## src/rtl/mux_sel_pipe_if.sv

```systemverilog
// mux_sel_pipe_if: source/sink handshake bundle
// for the registered N-way source selector.
interface mux_sel_pipe_if #(
  parameter int WIDTH  = 4,
  parameter int NUM_IN = 4
);
  localparam int SEL_W = $clog2(NUM_IN);

  logic [NUM_IN*WIDTH-1:0] In_Data;
  logic [SEL_W-1:0]        In_Sel;
  logic                    Mode_RR;
  logic                    In_Valid;
  logic                    In_Ready;
  logic [WIDTH-1:0]        Out_Data;
  logic [SEL_W-1:0]        Out_Chan;
  logic                    Out_Valid;
  logic                    Out_Ready;
  logic                    Sel_Err;
  logic                    Err_Clr;

  modport master (
    output In_Data, In_Sel, Mode_RR, In_Valid,
    output Out_Ready, Err_Clr,
    input  In_Ready, Out_Data, Out_Chan,
    input  Out_Valid, Sel_Err
  );

  modport slave (
    input  In_Data, In_Sel, Mode_RR, In_Valid,
    input  Out_Ready, Err_Clr,
    output In_Ready, Out_Data, Out_Chan,
    output Out_Valid, Sel_Err
  );
endinterface

```

## src/rtl/mux_sel_pipe.sv

```systemverilog
// mux_sel_pipe: registered N-way source selector,
// explicit or round-robin, with a 2-entry output FIFO.
module mux_sel_pipe #(
  parameter int WIDTH  = 4,
  parameter int NUM_IN = 4
) (
  input logic           Clk,
  input logic           Reset_n,
  mux_sel_pipe_if.slave bus
);
  localparam int SEL_W = $clog2(NUM_IN);
  localparam logic [SEL_W:0] NUM_X =
    (SEL_W+1)'(NUM_IN);
  localparam logic [SEL_W-1:0] LAST =
    SEL_W'(NUM_IN-1);

  logic [1:0]       cnt_q, cnt_d;
  logic [SEL_W-1:0] rr_q, rr_d;
  logic             err_q, err_d;
  logic [WIDTH-1:0] d0_q, d0_d;
  logic [WIDTH-1:0] d1_q, d1_d;
  logic [SEL_W-1:0] c0_q, c0_d;
  logic [SEL_W-1:0] c1_q, c1_d;
  logic [SEL_W-1:0] ch;
  logic [WIDTH-1:0] word;
  logic             bad;
  logic             push;
  logic             pop;

  assign ch   = bus.Mode_RR ? rr_q : bus.In_Sel;
  assign bad  = !bus.Mode_RR &&
                ({1'b0, bus.In_Sel} >= NUM_X);
  assign push = bus.In_Valid & bus.In_Ready;
  assign pop  = bus.Out_Valid & bus.Out_Ready;

  assign bus.In_Ready  = Reset_n & (cnt_q != 2'd2);
  assign bus.Out_Valid = (cnt_q != 2'd0);
  assign bus.Out_Data  = d0_q;
  assign bus.Out_Chan  = c0_q;
  assign bus.Sel_Err   = err_q;

  // Channel extract; an index with no channel gives zero.
  always_comb begin
    word = '0;
    for (int k = 0; k < NUM_IN; k++)
      if (ch == SEL_W'(k))
        word = bus.In_Data[k*WIDTH +: WIDTH];
  end

  // Next state: FIFO slots, count, rr pointer, sticky error.
  always_comb begin
    cnt_d = cnt_q;
    rr_d  = rr_q;
    err_d = err_q;
    d0_d  = d0_q;
    d1_d  = d1_q;
    c0_d  = c0_q;
    c1_d  = c1_q;
    if (push && bus.Mode_RR)
      rr_d = (rr_q == LAST) ? '0 : rr_q + 1'b1;
    if (push && bad)
      err_d = 1'b1;
    else if (bus.Err_Clr)
      err_d = 1'b0;
    unique case (1'b1)
      (push && pop): begin
        d0_d = word;
        c0_d = bus.In_Sel;
        if (bus.Mode_RR) c0_d = rr_q;
      end
      (pop && !push): begin
        d0_d  = d1_q;
        c0_d  = c1_q;
        cnt_d = cnt_q - 2'd1;
      end
      (push && !pop): begin
        if (cnt_q == 2'd0) begin
          d0_d = word;
          c0_d = ch;
        end else begin
          d1_d = word;
          c1_d = ch;
        end
        cnt_d = cnt_q + 2'd1;
      end
      default: ;
    endcase
  end

  // State register with asynchronous clear.
  always_ff @(posedge Clk or negedge Reset_n) begin
    if (!Reset_n) begin
      cnt_q <= '0;
      rr_q  <= '0;
      err_q <= 1'b0;
      d0_q  <= '0;
      d1_q  <= '0;
      c0_q  <= '0;
      c1_q  <= '0;
    end else begin
      cnt_q <= cnt_d;
      rr_q  <= rr_d;
      err_q <= err_d;
      d0_q  <= d0_d;
      d1_q  <= d1_d;
      c0_q  <= c0_d;
      c1_q  <= c1_d;
    end
  end
endmodule
```

## src/flat_wrapper.sv

```systemverilog
// flat-port wrapper written by rule: the top's interface ports become plain ports
module mux_sel_pipe_flat 
#(
  parameter int WIDTH  = 4,
  parameter int NUM_IN = 4
)
  (Clk, Reset_n, bus_In_Data, bus_In_Sel, bus_Mode_RR, bus_In_Valid, bus_Out_Ready, bus_Err_Clr, bus_In_Ready, bus_Out_Data, bus_Out_Chan, bus_Out_Valid, bus_Sel_Err);
  mux_sel_pipe_if #(.WIDTH(WIDTH), .NUM_IN(NUM_IN)) bus_i ();
  input logic Clk;
  input logic Reset_n;
  input wire logic [$bits(bus_i.In_Data)-1:0] bus_In_Data;
  input wire logic [$bits(bus_i.In_Sel)-1:0] bus_In_Sel;
  input wire logic [$bits(bus_i.Mode_RR)-1:0] bus_Mode_RR;
  input wire logic [$bits(bus_i.In_Valid)-1:0] bus_In_Valid;
  input wire logic [$bits(bus_i.Out_Ready)-1:0] bus_Out_Ready;
  input wire logic [$bits(bus_i.Err_Clr)-1:0] bus_Err_Clr;
  output wire logic [$bits(bus_i.In_Ready)-1:0] bus_In_Ready;
  output wire logic [$bits(bus_i.Out_Data)-1:0] bus_Out_Data;
  output wire logic [$bits(bus_i.Out_Chan)-1:0] bus_Out_Chan;
  output wire logic [$bits(bus_i.Out_Valid)-1:0] bus_Out_Valid;
  output wire logic [$bits(bus_i.Sel_Err)-1:0] bus_Sel_Err;
  assign bus_i.In_Data = bus_In_Data;
  assign bus_i.In_Sel = bus_In_Sel;
  assign bus_i.Mode_RR = bus_Mode_RR;
  assign bus_i.In_Valid = bus_In_Valid;
  assign bus_i.Out_Ready = bus_Out_Ready;
  assign bus_i.Err_Clr = bus_Err_Clr;
  assign bus_In_Ready = bus_i.In_Ready;
  assign bus_Out_Data = bus_i.Out_Data;
  assign bus_Out_Chan = bus_i.Out_Chan;
  assign bus_Out_Valid = bus_i.Out_Valid;
  assign bus_Sel_Err = bus_i.Sel_Err;
  mux_sel_pipe #(.WIDTH(WIDTH), .NUM_IN(NUM_IN)) u_core (.Clk(Clk), .Reset_n(Reset_n), .bus(bus_i));
endmodule
```

## config.mk

```make
export PLATFORM = sky130hd
export DESIGN_NAME = mux_sel_pipe_flat
export DESIGN_NICKNAME = d
export VERILOG_FILES = /design/src/rtl/mux_sel_pipe_if.sv /design/src/rtl/mux_sel_pipe.sv /design/src/flat_wrapper.sv
export SDC_FILE = /design/constraint.sdc
export NUM_CORES = 1
export LEC_CHECK = 0
export BUFFER_PORTS_ARGS = -buffer_cell sky130_fd_sc_hd__buf_2
export CAP_MARGIN = 20
export CORE_MARGIN = 5
export CORE_UTILIZATION = 35
export DETAILED_ROUTE_END_ITERATION = 8
export SYNTH_ARGS = -nofsm -noshare
export SYNTH_HDL_FRONTEND = slang
export SYNTH_SLANG_ARGS = --single-unit
```

## constraint.sdc

```tcl
create_clock -name Clk -period 1.9 [get_ports Clk]
set_clock_uncertainty 0.15 [all_clocks]
set_input_delay 0.475 -clock Clk [delete_from_list [all_inputs] [get_ports Clk]]
set_output_delay 0.475 -clock Clk [all_outputs]
set_load 0.005 [all_outputs]
```

== Word-level counts from Yosys, hierarchy flattened ==
Cells that the tools add are included.

* Input port bits: 24
* Logic and storage cells: 43
* Register bits: 16
* Output and inout port bits: 9

* Add/sub/neg operators: 3
* Reductions and logical operators: 13
* Equal/unequal tests: 6
* Mux-type cells: 11
* Bitwise operators: 4

{| class="wikitable"
|+ Operators by type and width
! cell !! number
|-
| $mux W4 || 5
|-
| $pmux W4 S3 || 1
|-
| $eq A2 B2 Y1 const B || 3
|-
| $mux W2 || 3
|-
| $pmux W2 S3 || 1
|-
| $add A2 B1 Y2 const B || 2
|-
| $logic_and A1 B1 Y1 || 4
|-
| $logic_not A2 Y1 || 2
|-
| $ne A2 B2 Y1 const B || 2
|-
| $pmux W2 S2 || 1
|-
| $reduce_and A2 Y1 || 2
|-
| $reduce_bool A2 Y1 || 2
|-
| $and A1 B1 Y1 || 3
|-
| $reduce_bool A3 Y1 || 1
|-
| $eq A2 B1 Y1 const B || 1
|-
| $logic_not A1 Y1 || 2
|-
| $sub A2 B1 Y2 const B || 1
|-
| $not A1 Y1 || 1
|}

== Depth between registers and ports, before layout ==
* Depth after elaboration: 8
* Mapped depth: 9
* Gate-level depth less buffers: 7

== Worst setup path before layout ==
OpenSTA, ideal clock, no wires.

* Path type: register -> register
* Start: register u_core.cnt_q[0]
* End: register u_core.c0_q[1], in the netlist u_core.bus.Out_Chan[1]
* Stages on the path, launching flop included: 9
* Period minus slack after synthesis: 2.027 ns
* Arrival: 1.752 ns
* Setup time: 0.125 ns
* Path buffers: 2
* Path slack: -0.127 ns
* Cell sequence: dfrtp_1 clkbuf_1 inv_1 a21boi_0 nand2_1 ha_1 buf_1 mux2i_1 mux2_2

* Cells in the longest elaborated chain, start to end: 7
* Elaborated cells on any way between the ends: 15
* Classes of those cells: 2 x eq/ne; 1 x mux; 3 x bitwise; 9 x reduce/logical

{| class="wikitable"
|+ RTL lines
! what !! line !! text
|-
| from (decl) || mux_sel_pipe.sv:17 || <nowiki>logic [1:0] cnt_q, cnt_d;</nowiki>
|-
| from (signal assigned) || mux_sel_pipe.sv:101 || <nowiki>cnt_q <= cnt_d;</nowiki>
|-
| $ne A2 B2 Y1 * || mux_sel_pipe.sv:36 || <nowiki>assign bus.In_Ready = Reset_n & (cnt_q != 2'd2);</nowiki>
|-
| $and A1 B1 Y1 * || mux_sel_pipe.sv:36 ||
|-
| net bus_In_Ready || flat_wrapper.sv:17 || <nowiki>output wire logic [$bits(bus_i.In_Ready)-1:0] bus_In_Ready;</nowiki>
|-
| $and A1 B1 Y1 * || mux_sel_pipe.sv:33 || <nowiki>assign push = bus.In_Valid & bus.In_Ready;</nowiki>
|-
| $logic_not A1 Y1 || mux_sel_pipe.sv:71 || <nowiki>(pop && !push): begin</nowiki>
|-
| $logic_and A1 B1 Y1 || mux_sel_pipe.sv:71 ||
|-
| $reduce_bool A3 Y1 (no source line) || - ||
|-
| $reduce_and A2 Y1 (no source line) || - ||
|-
| to (signal assigned) || mux_sel_pipe.sv:98 || <nowiki>c0_q <= '0;</nowiki>
|-
| to (signal assigned) || mux_sel_pipe.sv:106 || <nowiki>c0_q <= c0_d;</nowiki>
|-
| to (decl) || mux_sel_pipe.sv:22 || <nowiki>logic [SEL_W-1:0] c0_q, c0_d;</nowiki>
|}

Mark *: on every way through the listed nets, which the timed path passes. The rest lies on a longest branch.
A chain may end at the register's enable or synchronous reset.

== Final worst setup path ==
* Start: register u_core.rr_q[0]
* End: register u_core.d0_q[1], in the netlist u_core.bus.Out_Data[1]

* Cells in the longest elaborated chain, start to end: 8
* Elaborated cells on any way between the ends: 11
* Classes of those cells: 3 x eq/ne; 7 x mux; 1 x reduce/logical

{| class="wikitable"
|+ RTL lines
! what !! line !! text
|-
| from (decl) || mux_sel_pipe.sv:18 || <nowiki>logic [SEL_W-1:0] rr_q, rr_d;</nowiki>
|-
| from (signal assigned) || mux_sel_pipe.sv:102 || <nowiki>rr_q <= rr_d;</nowiki>
|-
| $mux W2 * || mux_sel_pipe.sv:30 || <nowiki>assign ch = bus.Mode_RR ? rr_q : bus.In_Sel;</nowiki>
|-
| $logic_not A2 Y1 || mux_sel_pipe.sv:46 || <nowiki>if (ch == SEL_W'(k))</nowiki>
|-
| $mux W4 (3 in a row) || mux_sel_pipe.sv:46 ||
|-
| $mux W4 * || mux_sel_pipe.sv:46 ||
|-
| $mux W4 || mux_sel_pipe.sv:77 || <nowiki>if (cnt_q == 2'd0) begin</nowiki>
|-
| $pmux W4 S3 * || mux_sel_pipe.sv:65 || <nowiki>unique case (1'b1)</nowiki>
|-
| to (signal assigned) || mux_sel_pipe.sv:96 || <nowiki>d0_q <= '0;</nowiki>
|-
| to (signal assigned) || mux_sel_pipe.sv:104 || <nowiki>d0_q <= d0_d;</nowiki>
|-
| to (decl) || mux_sel_pipe.sv:20 || <nowiki>logic [WIDTH-1:0] d0_q, d0_d;</nowiki>
|}

Every way passes the cells marked *; elsewhere a longest branch is shown, timed or not. The select of a mux whose other input is x is not followed.

==> impl_metrics.yaml <==
final_layout:
  fin_nets: 146
  layout-area-overhead-vs-synth_pct: 34.8
  drive_above_1_share: 0.517
  antenna_cells: 0
  final_non_filler_cell_total: 148
cts:
  cts-root-buf: "sky130_fd_sc_hd__clkbuf_4"
  htree_levels: 1
  cts_sinks: 16
  cts.clk_slew.worst_paths_ns: 0.09
  clkLatencyLatePin_ns: 0.28
  clockBufferDepth: 2
  tritoncts.num_buffers: 3
  tritoncts_clock_tree: "built"
yosys:
  synth-edff-count: 0
  postSynthRegisterBits: 16
  seq_area_frac_synth: 0.441
  yosys_warnings: 0
  post_synth_num_cell_types: 25
  yosysTopAreaCellShare: 0.441
  cells_after_synthesis: 76
  syn_area_um2: 907
  yosysTopAreaCell: "sky130_fd_sc_hd__dfrtp_1"
  ys.flop_type: "sky130_fd_sc_hd__dfrtp_1"
  postSynthAreaPerCell_um2: 11.9
  ys_async_sr_fraction: 1.00
  postSynthNetCount: 103
  netlist_top_cells_area: "sky130_fd_sc_hd__dfrtp_1 (44%), sky130_fd_sc_hd__mux2_2 (9.9%), sky130_fd_sc_hd__mux4_1 (8.7%), sky130_fd_sc_hd__a221o_1 (4.4%), sky130_fd_sc_hd__ha_1 (4.1%)"
sta:
  setup_slack_ns: 0.0982
  timing.final.hold_violations: 0
  period_share: 0.948
  worst_hold_slack_ns: 0.350
  report.final.slew_viol_count: 0
  grt_setup_unrepaired: "false"
  setup_viol: 0
  finalWorstPathRequiredPeriod_ns: 1.80
  fmax_mhz: 555
detailed_routing:
  remaining_drc_errors: 0
  totalWireLength_um: 1830
  routed_via_density: 4.77
  drtPass1Iterations: 3
  wl_per_cell_um: 12.4
  num_vias: 706
  antenna_left: 0
  dr.first_iter.drc_count: 14
run_status:
  run_status: "finished clean"
global_route:
  grt_remaining_overflow: 0
  grt_pass1_vias: 715
  grt_max_degree: 15
  antenna_found_initial: 0
  met1_routing_resource_usage_after_global_routing: 0.148
  use_met3: 0.0234
  grt_busiest_layer: "met2"
  grt_first_pass_wirelength_um: 3000
  globalRouteMet2Util: 0.163
  grt_use_total: 0.110
power:
  power.share.combinational: 0.470
  power.leakage_nw: 0.587
  pwr-share-seq: 0.390
  power.clock.fraction: 0.140
  ir_worst_vdd_uv: 719
  swShare: 0.338
  totalPowerFinal_mw: 1.61
  cell_area_power_density_nw_per_um2: 1320
  power.net_switching_uw: 544
  cellInternalPower_mw: 1.06
die:
  chipWidth_um: 60.9
  ios: 33
  die_height_um: 60.9
  fp.dieArea_um2: 3710
  core.rowCount: 18
  floorplan.core_area_um2: 2480
  initial_core_util: 0.366
min_path:
  hold_path.class: "reg -> reg"
setup_path:
  cp_data_arrival_time_ns: 1.83
  setup.worst_path.end_class: "flop"
  start_kind: "flop"
  worst_ep_required_time_ns: 1.93
  critical_path.max_fanout: 5
  timing_worst_setup_path_type: "reg -> reg"
place:
  place.detailed.instances: 141
  detailed_place_hpwl_um: 1490
  detailedPlace.worstSlack_ns: -0.280
  gp_congestion: 0.775
  quantity_of_i_o_buffers_inserted_on_ports: 30
flow_run:
  max_cap_violations: 0
cells by family (layout without fill, tap and decap cells):
group,count (synthesis),in the layout,share of synthesized area
AOI/OAI and AO/OA,15,15,0.116
and+or+nand+nor,13,13,0.0676
xor gates and xnor gates,3,3,0.0290
muxes,16,16,0.259
other,1,1,0.00413
buffers and inverters,9,51,0.0414
DFF,16,16,0.441
adders and majority gates,3,3,0.0414
layer usage:
metal / wire (um) / vias to the layer above
li1: - / 359
met3: 107 / 4
met5: 0 / -
met2: 869 / 19
met4: 31 / 0
met1: 823 / 324
power by group through the flow:
stage / combinational [mW] / clock [mW] / sequential (mW)
2_1_floorplan: 0.504 / 0 / 0.611
3_3_place_gp: 0.723 / 0 / 0.624
3_5_place_dp: 0.739 / 0 / 0.628
4_1_cts: 0.741 / 0.239 / 0.622
5_1_grt: 0.846 / 0.254 / 0.650
6_report: 0.757 / 0.225 / 0.627
critical path, cell delays in order, from the launching register on:
cell	delay, ns
sky130_fd_sc_hd__dfrtp_1	0.41
sky130_fd_sc_hd__mux2i_4	0.27
sky130_fd_sc_hd__mux4_2	0.57
sky130_fd_sc_hd__a221o_1	0.30
layout make-up:
cell class	count	area (um2)
Clock buffer	4	36.3
Fill cell	245	1250
Inverter	5	18.8
Multi-Input combinational cell	51	484
Sequential cell	16	400
Tap cell	30	37.5
Timing Repair Buffer	42	245
cells in the final DEF (no fill, tap or decap), types with 3 or more instances in the layout:
| cell | Yosys | final |
|---|---|---|
| sky130_fd_sc_hd__mux4_2 | 1 | 4 |
| sky130_fd_sc_hd__a21oi_1 | 5 | 4 |
| sky130_fd_sc_hd__nand2_1 | 8 | 8 |
| sky130_fd_sc_hd__dfrtp_1 | 16 | 16 |
| sky130_fd_sc_hd__buf_2 | 0 | 30 |
| sky130_fd_sc_hd__clkbuf_4 | 0 | 3 |
| sky130_fd_sc_hd__buf_4 | 1 | 10 |
| sky130_fd_sc_hd__a221o_1 | 4 | 4 |
| sky130_fd_sc_hd__mux2_2 | 8 | 8 |
| sky130_fd_sc_hd__inv_1 | 5 | 5 |
| sky130_fd_sc_hd__mux2i_1 | 3 | 3 |
metrics by stage:
stage	cell area (um2)	util	setup TNS, ns
after floorplan	921	-	-0.110
after global placement	1160	0.467	-1.77
after detailed placement	1160	0.467	-1.86
after CTS	1210	0.489	-0.00885
after global routing	1220	0.493	0
final	1220	0.493	0
sequential cells by signal (all words and copies together), names as in the netlist:
register / count
u_core.bus.Out_Chan: 2
u_core.d1_q: 4
u_core.bus.Out_Data: 4
u_core.c1_q: 2
u_core.cnt_q: 2
u_core.rr_q: 2
Yosys cell counts (2+ instances only):
library cell               number
sky130_fd_sc_hd__o21ai_0        2
sky130_fd_sc_hd__inv_1          5
sky130_fd_sc_hd__dfrtp_1       16
sky130_fd_sc_hd__mux2i_1        3
sky130_fd_sc_hd__ha_1           3
sky130_fd_sc_hd__and2_1         2
sky130_fd_sc_hd__xnor2_1        2
sky130_fd_sc_hd__a21oi_1        5
sky130_fd_sc_hd__nor2_1         2
sky130_fd_sc_hd__mux2_2         8
sky130_fd_sc_hd__a221o_1        4
sky130_fd_sc_hd__mux4_1         3
sky130_fd_sc_hd__nand2_1        8
sky130_fd_sc_hd__clkbuf_1       2
worst paths after layout:
check	startpoint	to	slack (ns)	cells past startpoint
setup / recovery	u_core.rr_q[0]$_DFFE_PN0P_	u_core.bus.Out_Data[1]$_DFFE_PN0P_	0.1	3
hold / removal	u_core.c1_q[1]$_DFFE_PN0P_	u_core.c1_q[1]$_DFFE_PN0P_	0.35	2
setup reg to reg	u_core.rr_q[0]$_DFFE_PN0P_	u_core.bus.Out_Data[1]$_DFFE_PN0P_	0.1	3
hold reg to reg	u_core.c1_q[1]$_DFFE_PN0P_	u_core.c1_q[1]$_DFFE_PN0P_	0.35	2
max in group asynchronous	Reset_n	u_core.d1_q[1]$_DFFE_PN0P_	0.91	3
min in group asynchronous	Reset_n	u_core.cnt_q[1]$_DFFE_PN0P_	0.47	3
what timing repair did:
item	in CTS	in global routing
pin swaps	0	4
endpoints found under the setup margin	3	9
resized for setup	0	6
buffers inserted	0	1
hold buffers	2	0
endpoints found under the hold margin	16	0
Note: power is estimated with default switching activity, not from simulation.
